--- config.mk ---
export PLATFORM = sky130hd
export DESIGN_NAME = best_arr_sender
export DESIGN_NICKNAME = d
export VERILOG_FILES = /design/src/rtl/best_arr_sender_pkg.sv /design/src/rtl/best_arr_sender_blocked_addr_gen.sv /design/src/rtl/best_arr_sender.sv
export SDC_FILE = /design/constraint.sdc
export NUM_CORES = 1
export LEC_CHECK = 0
export BUFFER_PORTS_ARGS = -buffer_cell sky130_fd_sc_hd__buf_2
export CAP_MARGIN = 20
export CORE_ASPECT_RATIO = 1.5
export CORE_MARGIN = 2
export CORE_UTILIZATION = 45
export CTS_BUF_LIST = sky130_fd_sc_hd__clkbuf_16
export DETAILED_ROUTE_END_ITERATION = 12
export PLACE_DENSITY = 0.74
export SLEW_MARGIN = 20
export SYNTH_ARGS = -nofsm -noshare
export SYNTH_HDL_FRONTEND = slang
export SYNTH_SLANG_ARGS = --single-unit
--- constraint.sdc ---
create_clock -name clk -period 4.1 [get_ports clk]
set_clock_uncertainty 0.2 [all_clocks]
set_input_delay 0.82 -clock clk [delete_from_list [all_inputs] [get_ports clk]]
set_output_delay 0.82 -clock clk [all_outputs]
set_load 0.005 [all_outputs]
--- src/rtl/best_arr_sender_pkg.sv ---
// rtl/best_arr_sender_pkg.sv - shared defaults, state enum and helpers for the best-index sender
package best_arr_sender_pkg;

  localparam int DEF_DATA_WIDTH = 11;
  localparam int DEF_ROW_SIZE   = 26;
  localparam int DEF_COL_SIZE   = 19;
  localparam int DEF_BLOCKING   = 4;

  typedef enum logic [1:0] {
    IDLE,
    RUN,
    DRAIN,
    DONE
  } state_e;

  function automatic int ceil_div(input int a, input int b);
    return (a + b - 1) / b;
  endfunction

endpackage

--- src/rtl/best_arr_sender_blocked_addr_gen.sv ---
// rtl/best_arr_sender_blocked_addr_gen.sv - blocked-order address generator (half-row, block, row, column)
module blocked_addr_gen
  import best_arr_sender_pkg::*;
#(
  parameter int ROW_SIZE   = DEF_ROW_SIZE,
  parameter int COL_SIZE   = DEF_COL_SIZE,
  parameter int BLOCKING   = DEF_BLOCKING,
  parameter int ADDR_WIDTH = $clog2(ROW_SIZE * COL_SIZE)
) (
  input  logic                  clk,
  input  logic                  rst_n,
  input  logic                  clear,
  input  logic                  advance,
  output logic [ADDR_WIDTH-1:0] addr,
  output logic                  last
);

  localparam int HALF   = ROW_SIZE / 2;
  localparam int NBLK   = ceil_div(HALF, BLOCKING);
  localparam int LAST_W = HALF - (NBLK - 1) * BLOCKING;
  localparam int XW     = $clog2(NBLK + 1);
  localparam int YW     = $clog2(COL_SIZE + 1);
  localparam int IW     = $clog2(BLOCKING + 1);

  logic                  r_px;
  logic [XW-1:0]         r_x;
  logic [YW-1:0]         r_y;
  logic [IW-1:0]         r_xi;
  // r_col: start of the current block column at y=0; r_line: start of the current row within it
  logic [ADDR_WIDTH-1:0] r_col;
  logic [ADDR_WIDTH-1:0] r_line;
  logic [ADDR_WIDTH-1:0] r_addr;

  logic                  w_last_blk;
  logic                  w_xi_end;
  logic                  w_y_end;
  logic [ADDR_WIDTH-1:0] w_next_row;
  logic [ADDR_WIDTH-1:0] w_next_blk;
  logic [ADDR_WIDTH-1:0] w_next_half;

  assign w_last_blk  = (r_x == XW'(NBLK - 1));
  assign w_xi_end    = (r_xi == (w_last_blk ? IW'(LAST_W - 1) : IW'(BLOCKING - 1)));
  assign w_y_end     = (r_y == YW'(COL_SIZE - 1));
  assign w_next_row  = r_line + ADDR_WIDTH'(ROW_SIZE);
  assign w_next_blk  = r_col + ADDR_WIDTH'(BLOCKING);
  assign w_next_half = r_px ? '0 : ADDR_WIDTH'(HALF);

  always_ff @(posedge clk) begin
    if (!rst_n || clear) begin
      r_px   <= 1'b0;
      r_x    <= '0;
      r_y    <= '0;
      r_xi   <= '0;
      r_col  <= '0;
      r_line <= '0;
      r_addr <= '0;
    end else if (advance) begin
      if (!w_xi_end) begin
        r_xi   <= r_xi + 1'b1;
        r_addr <= r_addr + 1'b1;
      end else begin
        r_xi <= '0;
        if (!w_y_end) begin
          r_y    <= r_y + 1'b1;
          r_line <= w_next_row;
          r_addr <= w_next_row;
        end else begin
          r_y <= '0;
          if (!w_last_blk) begin
            r_x    <= r_x + 1'b1;
            r_col  <= w_next_blk;
            r_line <= w_next_blk;
            r_addr <= w_next_blk;
          end else begin
            // wraps back to address 0 after the final tuple of the second half
            r_x    <= '0;
            r_px   <= ~r_px;
            r_col  <= w_next_half;
            r_line <= w_next_half;
            r_addr <= w_next_half;
          end
        end
      end
    end
  end

  assign addr = r_addr;
  assign last = r_px && w_last_blk && w_y_end && w_xi_end;

endmodule

--- src/rtl/best_arr_sender.sv ---
// rtl/best_arr_sender.sv - streams best-match indices from RAM to the output FIFO in blocked order
module best_arr_sender
  import best_arr_sender_pkg::*;
#(
  parameter  int DATA_WIDTH = DEF_DATA_WIDTH,
  parameter  int ROW_SIZE   = DEF_ROW_SIZE,
  parameter  int COL_SIZE   = DEF_COL_SIZE,
  parameter  int BLOCKING   = DEF_BLOCKING,
  localparam int NUM_QUERYS = ROW_SIZE * COL_SIZE,
  localparam int ADDR_WIDTH = $clog2(NUM_QUERYS)
) (
  input  logic                  clk,
  input  logic                  rst_n,
  input  logic                  start,
  output logic                  busy,
  output logic                  done,
  output logic                  mem_ren,
  output logic [ADDR_WIDTH-1:0] mem_raddr,
  input  logic [DATA_WIDTH-1:0] mem_rdata,
  output logic                  fifo_wenq,
  output logic [DATA_WIDTH-1:0] fifo_wdata,
  input  logic                  fifo_wfull_n
);

  state_e                r_state;
  logic                  r_busy;
  logic                  r_done;
  logic                  r_inflight;
  logic [1:0]            r_count;
  logic [DATA_WIDTH-1:0] r_buf0;
  logic [DATA_WIDTH-1:0] r_buf1;

  logic                  w_pop;
  logic                  w_push;
  logic                  w_issue;
  logic                  w_last;
  logic                  w_clear;
  logic [2:0]            w_pending;

  // Occupancy net of the word leaving this cycle, so a full-rate stream keeps one read per cycle.
  assign w_pending = {1'b0, r_count} + {2'b00, r_inflight} - {2'b00, w_pop};
  assign fifo_wenq = rst_n && (r_count != 2'd0);
  assign w_pop     = fifo_wenq && fifo_wfull_n;
  assign w_push    = r_inflight;
  assign w_issue   = rst_n && (r_state == RUN) && (w_pending < 3'd2);
  assign w_clear   = (r_state == IDLE) && start;

  blocked_addr_gen #(
    .ROW_SIZE  (ROW_SIZE),
    .COL_SIZE  (COL_SIZE),
    .BLOCKING  (BLOCKING),
    .ADDR_WIDTH(ADDR_WIDTH)
  ) u_addr_gen (
    .clk    (clk),
    .rst_n  (rst_n),
    .clear  (w_clear),
    .advance(w_issue),
    .addr   (mem_raddr),
    .last   (w_last)
  );

  always_ff @(posedge clk) begin
    if (!rst_n) begin
      r_state <= IDLE;
      r_busy  <= 1'b0;
      r_done  <= 1'b0;
    end else begin
      r_done <= 1'b0;
      unique case (r_state)
        IDLE: begin
          if (start) begin
            r_state <= RUN;
            r_busy  <= 1'b1;
          end
        end
        RUN: begin
          if (w_issue && w_last) r_state <= DRAIN;
        end
        DRAIN: begin
          if (w_pending == 3'd0) begin
            r_state <= DONE;
            r_busy  <= 1'b0;
            r_done  <= 1'b1;
          end
        end
        DONE: begin
          r_state <= IDLE;
        end
        default: r_state <= IDLE;
      endcase
    end
  end

  // Two-entry holding buffer; r_buf0 is always the head presented to the FIFO.
  always_ff @(posedge clk) begin
    if (!rst_n) begin
      r_inflight <= 1'b0;
      r_count    <= 2'd0;
      r_buf0     <= '0;
      r_buf1     <= '0;
    end else begin
      r_inflight <= w_issue;
      unique case ({w_push, w_pop})
        2'b10: begin
          if (r_count == 2'd0) r_buf0 <= mem_rdata;
          else                 r_buf1 <= mem_rdata;
          r_count <= r_count + 2'd1;
        end
        2'b01: begin
          r_buf0  <= r_buf1;
          r_count <= r_count - 2'd1;
        end
        2'b11: begin
          if (r_count == 2'd1) begin
            r_buf0 <= mem_rdata;
          end else begin
            r_buf0 <= r_buf1;
            r_buf1 <= mem_rdata;
          end
        end
        default: ;
      endcase
    end
  end

  assign busy       = r_busy;
  assign done       = r_done;
  assign mem_ren    = w_issue;
  assign fifo_wdata = r_buf0;

endmodule

==> metrics.yaml, run 1 <==
power_and_ir_drop:
  total_power_consumption_of_the_routed_design_mw: 2.26
  leakage_nw: 1.81
  power_per_cell_area_nw_per_um2: 546
  peakVddDrop_uv: 282
finish:
  num-nets-final: 478
  num_antenna_cells: 0
  syn_to_final_growth_pct: 17.9
  drive_gt1_share_pct: 17.6
  nFillCells: 702
  postLayoutCoreUtil_pct: 54.4
  multiInputGateArea_um2: 2000
  register_area_um2: 1370
  post-route-cell-area_um2: 4140
die:
  die-area_um2: 8550
  die_height_um: 112
  pin_count: 39
  core_region_area_um2: 7610
  floorplan.die.width_um: 76.2
  placement_rows: 39
  start_util_pct: 46.2
yosys:
  ys_warn_count: 0
  count_of_distinct_cell_types_in_the_synthesized_netlist: 51
  number_of_flip_flops_and_latches_in_the_synthesized_netlist: 68
  synth_sequential_area_ratio_pct: 38.7
  net_count_after_synthesis: 440
  ys_async_sr_fraction_pct: 0
  cell_area_after_technology_mapping_um2: 3510
  synth_compound_area_share_pct: 18.3
  muxShareOfSynthArea_pct: 3.74
  count_of_mapped_cells_out_of_synthesis: 406
  synth.area.top_cells: "sky130_fd_sc_hd__dfxtp_1, sky130_fd_sc_hd__ha_1, sky130_fd_sc_hd__nand2_1"
  synth_xor_area_share_pct: 5.70
  synth_ff_type: "sky130_fd_sc_hd__dfxtp_1"
  synth_top_cell_area_share_pct: 38.7
  yosys.area_share.adder_pct: 6.98
  mean_instance_size_in_the_synthesized_netlist_um2: 8.66
  combinational_family_with_the_most_area_after_synthesis: "simple AND/OR/NAND/NOR gates"
  synthSimpleGateAreaFrac_pct: 22.2
  synth_area_leader_cell: "sky130_fd_sc_hd__dfxtp_1"
  synth_enable_flop_cells: 0
flow_run:
  drv_cap: 0
critical_path:
  timing.critical_path.to_type: "output port"
  cp.arrival_ps: 2830
  timing.critical_path.mode_cell: "sky130_fd_sc_hd__inv_1"
  largest_stage_delay_on_the_critical_path_ps: 400
  crit_path_top_delay_cell: "sky130_fd_sc_hd__fa_1"
  worst-path-max-fanout: 6
  worstReg2RegStart: "r_count[0]"
  cp-start-kind: "flop"
  startpoint_to_endpoint_class_of_the_critical_path: "reg2out"
  buffers_and_inverters_on_the_worst_path: 6
  critPathLaunch: "r_count[0]"
  required_ps: 3080
  crit_path_cell_trace: "inv_1 > ha_1 > nor2b_2 > nand2_1 > inv_1 > ha_1 > inv_1 > ha_1 > inv_1 > fa_1 > xnor2_2 > nand4_4 > clkinv_4 > buf_2"
  critical_path.top_delay_family: "adder cells"
placement:
  preCtsSetupSlack_ps: 151
  port_buffers: 38
  hpwl_mm: 5.72
  placement.cell_area_um2: 3800
  gp_congestion: 0.872
global_routing:
  global_route.overflow_total: 0
  first_global_vias: 2998
  global_route.usage.total_pct: 19.9
  antenna_found_initial: 0
  grt_first_pass_wirelength_mm: 13.7
  grt_max_degree: 34
sta:
  max_slew.worst_pin.slew_ps: 873
  hold_viol: 0
  time_the_worst_path_needs_with_i_o_delays_and_setup_ps: 3850
  max_clock_freq_mhz: 260
  timing.final.crit_share_pct: 93.9
  finalSetupViolCount: 0
  timing.max_slew.rel_slack_pct: 41.7
  fin_setup_tns_ps: 0
  rsz0062_at_grt: "no"
  timing_max_transition_violations_final: 0
  layout_setup_ws_ps: 249
routing:
  route.detailed.wl_per_inst_um: 14.7
  vias_per_cell: 5.52
  drtAntennaViolNets: 0
  detail_route.drc_violations: 0
  first_iter_violations: 152
  routed_wl_mm: 8.10
  routed-via-count: 3040
  drt-pass1-iter-count: 5
worst_hold_path:
  hp-class: "reg2reg"
  holdCritStartpoint: "u_addr_gen.r_x[1]"
clock_network:
  clk_root_buffer_cell: "sky130_fd_sc_hd__clkbuf_16"
  cts_sinks: 68
  h-tree-depth: 3
  clk-insertion-delay-late_ps: 340
  clk_transition_reported_paths_ps: 50
  clk_path_buf_depth: 2
  cts_tree: "done"
  cts_buffers: 9
status:
  outcome: "complete, no violations"
## power by group
group	internal [mW]	total, mW	switching (mW)	leakage, nW
clock network	0.529	0.820	0.291	0.155
logic	0.282	0.618	0.336	1.10
registers	0.759	0.822	0.0638	0.551
total	1.57	2.26	0.691	1.81
## logic make-up after synthesis
| family | after synthesis |
|---|---|
| simple gates | 148 |
| compound gates | 99 |
| flops | 68 |
| buf+inv | 37 |
| xor+xnor | 22 |
| fa+ha+maj | 19 |
| mux | 13 |
## cells in the mapped netlist (all sizes together), types with 2 or more instances
cell type	number
dfxtp	68
nand2	49
a21oi	28
o21ai	28
nor2	23
ha	18
nor3	18
inv	16
nor2b	16
clkbuf	14
nand3	14
xnor2	14
a22oi	12
mux2i	12
o211a	12
xor2	8
buf	7
nand4	7
o211ai	6
and2	4
and3	4
a211oi	3
nand3b	3
nor4	3
or3	3
a31oi	2
o21a	2
## stage by stage
step | std cells | hold WS, ps
after floorplan | 406 | 237
after global placement | 533 | 251
after detailed placement | 533 | 263
after CTS | 549 | 271
after global routing | 551 | 290
final | 551 | 267
## state kept, by name, summed over array words and instances, names as in the netlist
| register | flops |
|---|---|
| done | 1 |
| u_addr_gen.r_y | 5 |
| u_addr_gen.r_col | 9 |
| u_addr_gen.r_x | 3 |
| r_state | 2 |
| u_addr_gen.addr | 9 |
| u_addr_gen.r_line | 9 |
| u_addr_gen.r_xi | 3 |
| u_addr_gen.r_px | 1 |
| r_count | 2 |
| r_inflight | 1 |
| fifo_wdata | 11 |
| busy | 1 |
| r_buf1 | 11 |
## placed cells by master, fill, tap and decap left out, types with 2 or more instances in the layout
cell	n
sky130_fd_sc_hd__a31oi_1	2
sky130_fd_sc_hd__o211ai_1	6
sky130_fd_sc_hd__buf_2	38
sky130_fd_sc_hd__nand3b_1	3
sky130_fd_sc_hd__bufinv_16	2
sky130_fd_sc_hd__clkinv_2	3
sky130_fd_sc_hd__a211oi_1	3
sky130_fd_sc_hd__or3_1	3
sky130_fd_sc_hd__and2_1	4
sky130_fd_sc_hd__dfxtp_1	67
sky130_fd_sc_hd__nand2_1	49
sky130_fd_sc_hd__a22oi_1	12
sky130_fd_sc_hd__nand3_1	14
sky130_fd_sc_hd__o21ai_0	23
sky130_fd_sc_hd__clkbuf_16	9
sky130_fd_sc_hd__nor3_2	3
sky130_fd_sc_hd__nor2b_1	15
sky130_fd_sc_hd__o211a_1	12
sky130_fd_sc_hd__inv_1	15
sky130_fd_sc_hd__nor4_1	2
sky130_fd_sc_hd__ha_1	18
sky130_fd_sc_hd__xnor2_1	13
sky130_fd_sc_hd__clkinv_4	2
sky130_fd_sc_hd__nor3_1	14
sky130_fd_sc_hd__and3_1	4
sky130_fd_sc_hd__nor2_1	22
sky130_fd_sc_hd__mux2i_1	12
sky130_fd_sc_hd__buf_4	10
sky130_fd_sc_hd__a21oi_1	27
sky130_fd_sc_hd__xor2_1	8
sky130_fd_sc_hd__o21ai_1	5
sky130_fd_sc_hd__nand4_1	6
## worst paths after layout
kind	endpoint	slack, ps	cells after the start
min	u_addr_gen.r_x[1]	270	2
min reg2reg	u_addr_gen.r_x[1]	270	2
max	mem_ren	250	14
max reg2reg	u_addr_gen.r_line[7]	370	17
## layer usage
| layer | share of wire (%) | track usage, % | vias to the layer above |
|---|---|---|---|
| met4 | 4.1 | 10.5 | 0 |
| met3 | 4.8 | 5.71 | 26 |
| met2 | 50 | 35.1 | 88 |
| met5 | 0 | 0 | - |
| met1 | 41 | 21.6 | 1417 |
| li1 | - | - | 1509 |
## tightest hold or removal path, stage by stage, from the launching register on
cell and delay, ps:
sky130_fd_sc_hd__dfxtp_1 310, sky130_fd_sc_hd__nand2_1 50, sky130_fd_sc_hd__a21oi_1 60
## what timing repair did
action / 4_1_cts / 5_1_grt
setup buffers: 0 / 2
resized for setup: 0 / 6
endpoints found under the setup margin: 0 / 10
hold buffers: 0 / 0
## area by class of cell
class                   instances  share of cell area [%]
multi-input cells             301                    48.4
flip-flops and latches         68                    33.0
well taps                     102                    3.08
inverters                      16                    1.57
repair buffers                 48                    6.40
clock inverters                 7                    2.20
clock buffers                   9                    5.44
(Power assumes the default switching activity.)
==> run 2, diff against run 1 <==
Settings changed: ABC_AREA set to 1, TNS_END_PERCENT set to 5.
Clock period 4.1 ns to 4.8 ns, I/O delays scaled along.
==> run 2 against run 1 <==
Net effect: hold slack got worse by 23 ps; synthesized cell count up 28%; routed wire length is 0.37% higher; via count rose by 12%; sequential cell count unchanged; sequential power decreased by 19%; combinational power is 27% lower; global-route usage fell by 0.54 points; critical path type is now in2out; synthesized area increased by 5.1%; sequential share of layout area decreased by 0.55 points; final cell count grew 21%.
==> metrics.yaml, run 2 <==
status:
  outcome: "complete, no violations"
sta:
  timing_max_transition_violations_final: 0  # unchanged
  rsz0062_at_grt: "no"
  fin_setup_tns_ps: 0  # unchanged
  hold_slack_ps: 244  # -22.7 ps
  timing.final.crit_share_pct: 85.8
  time_the_worst_path_needs_with_i_o_delays_and_setup_ps: 4120
  max_slew.worst_pin.slew_ps: 635  # -238 ps
  hold_viol: 0  # unchanged
  timing.max_slew.rel_slack_pct: 57.5  # +16 points
  max_clock_freq_mhz: 243
  finalSetupViolCount: 0  # unchanged
yosys:
  synth_enable_flop_cells: 0  # unchanged
  combinational_family_with_the_most_area_after_synthesis: "simple AND/OR/NAND/NOR gates"
  synth_commonest_cells: "sky130_fd_sc_hd__nand2_1, sky130_fd_sc_hd__inv_1, sky130_fd_sc_hd__dfxtp_1"
  synth_ff_type: "sky130_fd_sc_hd__dfxtp_1"
  mean_instance_size_in_the_synthesized_netlist_um2: 7.10  # -18%
  synth_sequential_area_ratio_pct: 36.9  # -1.9 points
  cell_area_after_technology_mapping_um2: 3690  # +5.1%
  synth_xor_area_share_pct: 1.42  # -4.3 points
  net_count_after_synthesis: 554  # +26%
  synthSimpleGateAreaFrac_pct: 27.9  # +5.7 points
  synth_top_cell_area_share_pct: 36.9  # -1.9 points
  yosys.area_share.adder_pct: 6.64  # -0.34 points
  muxShareOfSynthArea_pct: 0  # -3.7 points
  synth.area.top_cells: "sky130_fd_sc_hd__dfxtp_1, sky130_fd_sc_hd__nand2_1, sky130_fd_sc_hd__o21ai_0"
  count_of_distinct_cell_types_in_the_synthesized_netlist: 39  # -24%
  number_of_flip_flops_and_latches_in_the_synthesized_netlist: 68  # unchanged
  post-synth-top-count-cell: "sky130_fd_sc_hd__nand2_1"
  synth_area_leader_cell: "sky130_fd_sc_hd__dfxtp_1"
  synth_compound_area_share_pct: 16.9  # -1.4 points
  ys_warn_count: 0  # unchanged
  count_of_mapped_cells_out_of_synthesis: 520  # +28%
  ys_async_sr_fraction_pct: 0  # unchanged
global_routing:
  global_route.usage.total_pct: 19.4  # -0.54 points
  global_route.overflow_total: 0  # unchanged
  antenna_found_initial: 0  # unchanged
  grt_first_pass_wirelength_mm: 13.8  # +0.65%
  first_global_vias: 3206  # +6.9%
  grt_max_degree: 23  # -32%
clock_network:
  clk_root_buffer_cell: "sky130_fd_sc_hd__clkbuf_16"
  cts_buffers: 9  # unchanged
  cts_tree: "done"
  post_cts.repair.setup_buffers: 0  # unchanged
  post_cts.resized_instances: 0  # unchanged
  clk-insertion-delay-late_ps: 330  # about the same
  clk_transition_reported_paths_ps: 60  # about the same
  holdBufCountCts: 0  # unchanged
  clk_path_buf_depth: 2  # unchanged
  cts_sinks: 68  # unchanged
  h-tree-depth: 3  # unchanged
die:
  core_region_area_um2: 8010  # +5.2%
  pin_count: 39  # unchanged
  die_height_um: 115  # +2.4%
  floorplan.die.width_um: 78.0  # +2.4%
  start_util_pct: 46.1  # about the same
  placement_rows: 40  # +2.6%
  die-area_um2: 8960  # +4.9%
power_and_ir_drop:
  power_per_cell_area_nw_per_um2: 401  # -27%
  power.clock.fraction_pct: 33.7  # -2.6 points
  peakVddDrop_uv: 332  # +18%
  leakage_nw: 1.99  # +10%
  combPwrFrac_pct: 26.7  # -0.6 points
  sw_frac_of_total_pct: 32.9  # +2.4 points
  power.internal_mw: 1.13  # -28%
  share_seq_of_total_power_pct: 39.5  # +3.1 points
  net-switching-power_mw: 0.555  # -20%
critical_path:
  critical_path.top_delay_family: "adder cells"
  cp.arrival_ps: 2960  # +130 ps
  buffers_and_inverters_on_the_worst_path: 6  # unchanged
  worst_r2r_path_cells: 19  # +2
  required_ps: 3640  # +560 ps
  worst-path-max-fanout: 16  # +10
  crit_path_cell_trace: "buf_2 > inv_2 > nor2_1 > nand2_1 > inv_1 > ha_1 > inv_1 > ha_1 > inv_1 > fa_1 > nand3_2 > nor2_4 > buf_2"
  startpoint_to_endpoint_class_of_the_critical_path: "in2out"
  crit_path_top_delay_cell: "sky130_fd_sc_hd__fa_1"
  largest_stage_delay_on_the_critical_path_ps: 510  # +110 ps
  timing.critical_path.mode_cell: "sky130_fd_sc_hd__inv_1"
  cp-start-kind: "primary input"
  timing.critical_path.to_type: "output port"
  worstSetupPathDepth: 13  # -1
routing:
  routed-via-count: 3392  # +12%
  first_iter_violations: 155  # +2.0%
  route.detailed.wl_per_inst_um: 12.2  # -17%
  routed_wl_mm: 8.13  # +0.37%
  drt-pass1-iter-count: 4  # -1
  drtAntennaViolNets: 0  # unchanged
  vias_per_cell: 5.09  # -7.7%
  detail_route.drc_violations: 0  # unchanged
finish:
  num_antenna_cells: 0  # unchanged
  drive_gt1_share_pct: 15.3  # -2.3 points
  num-nets-final: 592  # +24%
  layout.cells.most_common: "sky130_fd_sc_hd__nand2_1"
  mostFrequentLayoutCells: "sky130_fd_sc_hd__nand2_1, sky130_fd_sc_hd__inv_1, sky130_fd_sc_hd__dfxtp_1, sky130_fd_sc_hd__o21ai_0, sky130_fd_sc_hd__nor2_1"
  syn_to_final_growth_pct: 13.8
worst_hold_path:
  holdPathStages: 2  # unchanged
  hp-class: "reg2reg"
placement:
  hpwl_mm: 5.98  # +4.5%
  port_buffers: 38  # unchanged
  gp_congestion: 0.806  # -7.5%
flow_run:
  drv_cap: 0  # unchanged
==> run 2: cell types whose count changed after synthesis, moves of 15 or more <==
| cell | before | now |
|---|---|---|
| sky130_fd_sc_hd__nand2_1 | 49 | 109 |
| sky130_fd_sc_hd__nor2_1 | 22 | 47 |
| sky130_fd_sc_hd__o21ai_0 | 23 | 61 |
| sky130_fd_sc_hd__a21oi_1 | 27 | 45 |
| sky130_fd_sc_hd__nor2b_1 | 16 | 0 |
| sky130_fd_sc_hd__nand3_1 | 14 | 29 |
| sky130_fd_sc_hd__inv_1 | 15 | 72 |
==> run 2: final timing paths <==
kind | start | to | slack (ps)
max reg2reg | r_count[0] | u_addr_gen.addr[8] | 1360
max | rst_n | mem_ren | 680
min reg2reg | u_addr_gen.r_col[1] | u_addr_gen.r_col[1] | 240
min | u_addr_gen.r_col[1] | u_addr_gen.r_col[1] | 240
==> run 2: routing by layer <==
layer / vias up / part of all wire, % / GRT usage, %
met2: 75 / 52 / 34.9
li1: 1740 / - / -
met3: 22 / 3.8 / 4.63
met5: - / 0 / 0
met1: 1555 / 41 / 20.2
met4: 0 / 3.2 / 11.8
==> run 2: area by class of cell <==
type / instances / area (um2)
Timing Repair Buffer: 40 / 205
Inverter: 80 / 303
Multi-Input combinational cell: 359 / 1950
Fill cell: 799 / 3810
Tap cell: 105 / 131
Clock inverter: 5 / 22.5
Sequential cell: 68 / 1360
Clock buffer: 9 / 225
==> run 2: power groups by stage <==
stage	Clock, mW	Combinational [mW]	Sequential [mW]
after global routing	0.604	0.517	0.672
after CTS	0.578	0.454	0.665
after floorplan	0	0.331	0.674
after detailed placement	0	0.452	0.676
after global placement	0	0.436	0.674
final	0.569	0.450	0.666
==> run 2: cell families (layout without fill, tap and decap cells) <==
logic type	Yosys count	in the layout
XOR/XNOR	6	6
AO/OA/AOI/OAI	115	115
buffers and inverters	93	134
AND/OR/NAND/NOR	219	219
flip-flops	68	68
adder cells (fa/ha/maj)	19	19
==> run 2: worst register-to-register path, stage by stage (launching register included) <==
cell and delay [ps]:
sky130_fd_sc_hd__dfxtp_1 390, sky130_fd_sc_hd__inv_1 90, sky130_fd_sc_hd__ha_1 230, sky130_fd_sc_hd__nor2_1 140, sky130_fd_sc_hd__nand2_1 110, sky130_fd_sc_hd__inv_1 110
sky130_fd_sc_hd__ha_1 230, sky130_fd_sc_hd__inv_1 60, sky130_fd_sc_hd__ha_1 130, sky130_fd_sc_hd__inv_1 50, sky130_fd_sc_hd__fa_1 510, sky130_fd_sc_hd__nand3_2 110
sky130_fd_sc_hd__nor2_4 120, sky130_fd_sc_hd__buf_4 200, sky130_fd_sc_hd__nand2_4 120, sky130_fd_sc_hd__nor2_4 260, sky130_fd_sc_hd__nand2_1 120, sky130_fd_sc_hd__nand2_1 70
sky130_fd_sc_hd__nand2_1 60, sky130_fd_sc_hd__nand2_1 80
==> run 2: per-stage QoR <==
stage               setup WS, ps  power (mW)  area, um2  std cells  util (%)
floorplan                    982        1.00       3690        520         -
global placement             752        1.11       3950        652      49.4
detailed placement           678        1.13       3950        652      49.4
CTS                          676        1.70       4200        666      52.5
global route                 516        1.79       4200        666      52.5
finish                       681        1.68       4200        666      52.5
==> run 3, diff against run 2 <==
Settings changed: ABC_AREA 1 to not set, SYNTH_HIERARCHICAL set to 1.
==> run 3 against run 2 <==
Net effect: design area down 2.7%; sequential share of layout area up 0.89 points; non-clock buffer count up 3; critical endpoint unchanged; fmax down 3.6%; combinational power up 37%; sequential power up 6.8%; final cell count down 19%; die area down 5.4%; global-route usage up 1.1 points; clock power up 31%.
==> metrics.yaml, run 3 <==
status:
  outcome: "complete, no violations"
finish:
  drive_gt1_share_pct: 17.2  # +1.9 points
  register_area_um2: 1360  # unchanged
  syn_to_final_growth_pct: 17.3
  nFillCells: 690  # -14%
  mostFrequentLayoutCells: "sky130_fd_sc_hd__dfxtp_1, sky130_fd_sc_hd__nor2_1, sky130_fd_sc_hd__buf_2, sky130_fd_sc_hd__nand2_1, sky130_fd_sc_hd__a21oi_1"
  num-nets-final: 465  # -21%
  stdcell_count: 538  # -19%
  multiInputGateArea_um2: 1980  # +1.5%
  layout.cells.most_common: "sky130_fd_sc_hd__dfxtp_1"
  num_antenna_cells: 0  # unchanged
global_routing:
  grt_max_degree: 30  # +30%
  grt_first_pass_wirelength_mm: 13.6  # -1.3%
  global_route.overflow_total: 0  # unchanged
  global_route.usage.total_pct: 20.5  # +1.1 points
  antenna_found_initial: 0  # unchanged
  first_global_vias: 3054  # -4.7%
sta:
  timing.max_slew.rel_slack_pct: 29.4  # -28 points
  hold_viol: 0  # unchanged
  finalSetupViolCount: 0  # unchanged
  hold_slack_ps: 234  # -10.4 ps
  fin_setup_tns_ps: 0  # unchanged
  max_slew.worst_pin.slew_ps: 1060  # +422 ps
  max_clock_freq_mhz: 234  # -3.6%
  rsz0062_at_grt: "no"
  timing.final.crit_share_pct: 89.0  # +3.2 points
  layout_setup_ws_ps: 528  # -153 ps
  timing_max_transition_violations_final: 0  # unchanged
  time_the_worst_path_needs_with_i_o_delays_and_setup_ps: 4270  # +153 ps
die:
  die-area_um2: 8480  # -5.4%
  pin_count: 39  # unchanged
  start_util_pct: 46.1  # -0.054 points
  die_height_um: 112  # -2.8%
  floorplan.die.width_um: 75.9  # -2.7%
  placement_rows: 39  # -2.5%
  core_region_area_um2: 7560  # -5.5%
power_and_ir_drop:
  total_power_consumption_of_the_routed_design_mw: 2.07  # +23%
  peakVddDrop_uv: 362  # +9.2%
  power_per_cell_area_nw_per_um2: 507  # +26%
  leakage_nw: 1.56  # -21%
routing:
  drtAntennaViolNets: 0  # unchanged
  route.detailed.wl_per_inst_um: 14.9  # +22%
  drt-pass1-iter-count: 4  # unchanged
  vias_per_cell: 5.59  # +9.7%
  routed_wl_mm: 8.03  # -1.2%
  routed-via-count: 3007  # -11%
  first_iter_violations: 187  # +21%
  detail_route.drc_violations: 0  # unchanged
clock_network:
  clk-insertion-delay-late_ps: 330  # about the same
  post_cts.repair.setup_buffers: 0  # unchanged
  post_cts.resized_instances: 0  # unchanged
  clk_root_buffer_cell: "sky130_fd_sc_hd__clkbuf_16"
  cts_sinks: 68  # unchanged
  h-tree-depth: 3  # unchanged
  cts_buffers: 9  # unchanged
  holdBufCountCts: 0  # unchanged
  clk_path_buf_depth: 2  # unchanged
  clk_transition_reported_paths_ps: 50  # about the same
  cts_tree: "done"
yosys:
  ys_async_sr_fraction_pct: 0  # unchanged
  post-synth-top-count-cell: "sky130_fd_sc_hd__dfxtp_1"
  synth.area.top_cells: "sky130_fd_sc_hd__dfxtp_1, sky130_fd_sc_hd__ha_1, sky130_fd_sc_hd__nor2_1"
  count_of_distinct_cell_types_in_the_synthesized_netlist: 60  # +54%
  synth_sequential_area_ratio_pct: 39.1  # +2.2 points
  synth_enable_flop_cells: 0  # unchanged
  count_of_mapped_cells_out_of_synthesis: 398  # -23%
  synth_commonest_cells: "sky130_fd_sc_hd__dfxtp_1, sky130_fd_sc_hd__nor2_1, sky130_fd_sc_hd__nand2_1"
  mean_instance_size_in_the_synthesized_netlist_um2: 8.76  # +23%
  number_of_flip_flops_and_latches_in_the_synthesized_netlist: 68  # unchanged
  synth_area_leader_cell: "sky130_fd_sc_hd__dfxtp_1"
  synth_ff_type: "sky130_fd_sc_hd__dfxtp_1"
  synth_top_cell_area_share_pct: 39.1  # +2.2 points
  cell_area_after_technology_mapping_um2: 3480  # -5.7%
  ys_warn_count: 6  # +6
  net_count_after_synthesis: 432  # -22%
critical_path:
  critical_path.reg2reg.endpoint: "u_addr_gen/addr[8]"
  startpoint_to_endpoint_class_of_the_critical_path: "in2out"
  worstReg2RegStart: "r_count[1]"
  timing.critical_path.to_type: "output port"
  worst_r2r_path_cells: 15  # -4
  worst-path-max-fanout: 6  # -10
  cp-start-kind: "primary input"
  required_ps: 3640  # about the same
  setup.reg_to_reg.worst_slack_ps: 650  # -710 ps
  cp.arrival_ps: 3110  # +150 ps
placement:
  place_inst: 522  # -20%
  gp_congestion: 0.826  # +2.4%
  port_buffers: 38  # unchanged
  hpwl_mm: 5.60  # -6.4%
  preCtsSetupSlack_ps: 395  # -283 ps
worst_hold_path:
  holdPathStages: 2  # unchanged
  holdCritStartpoint: "u_addr_gen/r_col[1]"
  hp-class: "reg2reg"
  whs_endpoint: "u_addr_gen/r_col[1]"
flow_run:
  drv_cap: 0  # unchanged
## run 3: worst max-delay path by stage
stage / slack, ps / start / cells after the start / endpoint
after CTS: 530 / rst_n / 12 / mem_ren
after global placement: 560 / rst_n / 16 / u_addr_gen/addr[4]
after floorplan: 460 / rst_n / 16 / u_addr_gen/r_col[4]
after global routing: 400 / rst_n / 11 / mem_ren
after detailed placement: 400 / rst_n / 16 / u_addr_gen/addr[8]
final: 530 / rst_n / 12 / mem_ren
## run 3: where the power goes
| part | switching [mW] | internal (mW) |
|---|---|---|
| clock network | 0.243 | 0.505 |
| registers | 0.0585 | 0.653 |
| logic | 0.347 | 0.268 |
| total | 0.648 | 1.43 |
## run 3: critical path: stages
cell,delay [ps]
sky130_fd_sc_hd__buf_2,130
sky130_fd_sc_hd__inv_1,80
sky130_fd_sc_hd__nor2_1,50
sky130_fd_sc_hd__nand2_1,120
sky130_fd_sc_hd__inv_1,100
sky130_fd_sc_hd__ha_1,300
sky130_fd_sc_hd__inv_1,50
sky130_fd_sc_hd__ha_1,180
sky130_fd_sc_hd__fa_1,400
sky130_fd_sc_hd__xnor2_2,200
sky130_fd_sc_hd__nor4b_2,330
sky130_fd_sc_hd__buf_2,200
## run 3: per-layer routing
layer  global-route usage, %  share of wire (%)  vias to the layer above
met5                       0                  0                        -
li1                        -                  -                     1478
met1                    22.2                 39                     1419
met2                    36.1                 53                       86
met4                    8.65                2.9                        0
met3                    4.98                4.4                       24
## run 3: per-stage QoR
step / cell area (um2) / utilization [%]
after global routing: 4090 / 54.1
after global placement: 3750 / 49.6
after floorplan: 3480 / -
after detailed placement: 3750 / 49.6
after CTS: 4090 / 54.1
final: 4090 / 54.1
## run 3: layout make-up
type	count	area share (%)
multi-input combinational	296	48.5
sequential	68	33.3
timing repair buffer	43	5.57
clock buffer	9	5.51
tap	102	3.12
clock inverter	7	2.82
inverter	13	1.19
## run 3: logic make-up after synthesis
logic type,share of synthesized area [%]
simple gates,22.4
compound gates,17.5
flops,39.1
buf+inv,4.20
xor+xnor,5.75
fa+ha+maj,7.04
mux,4.06
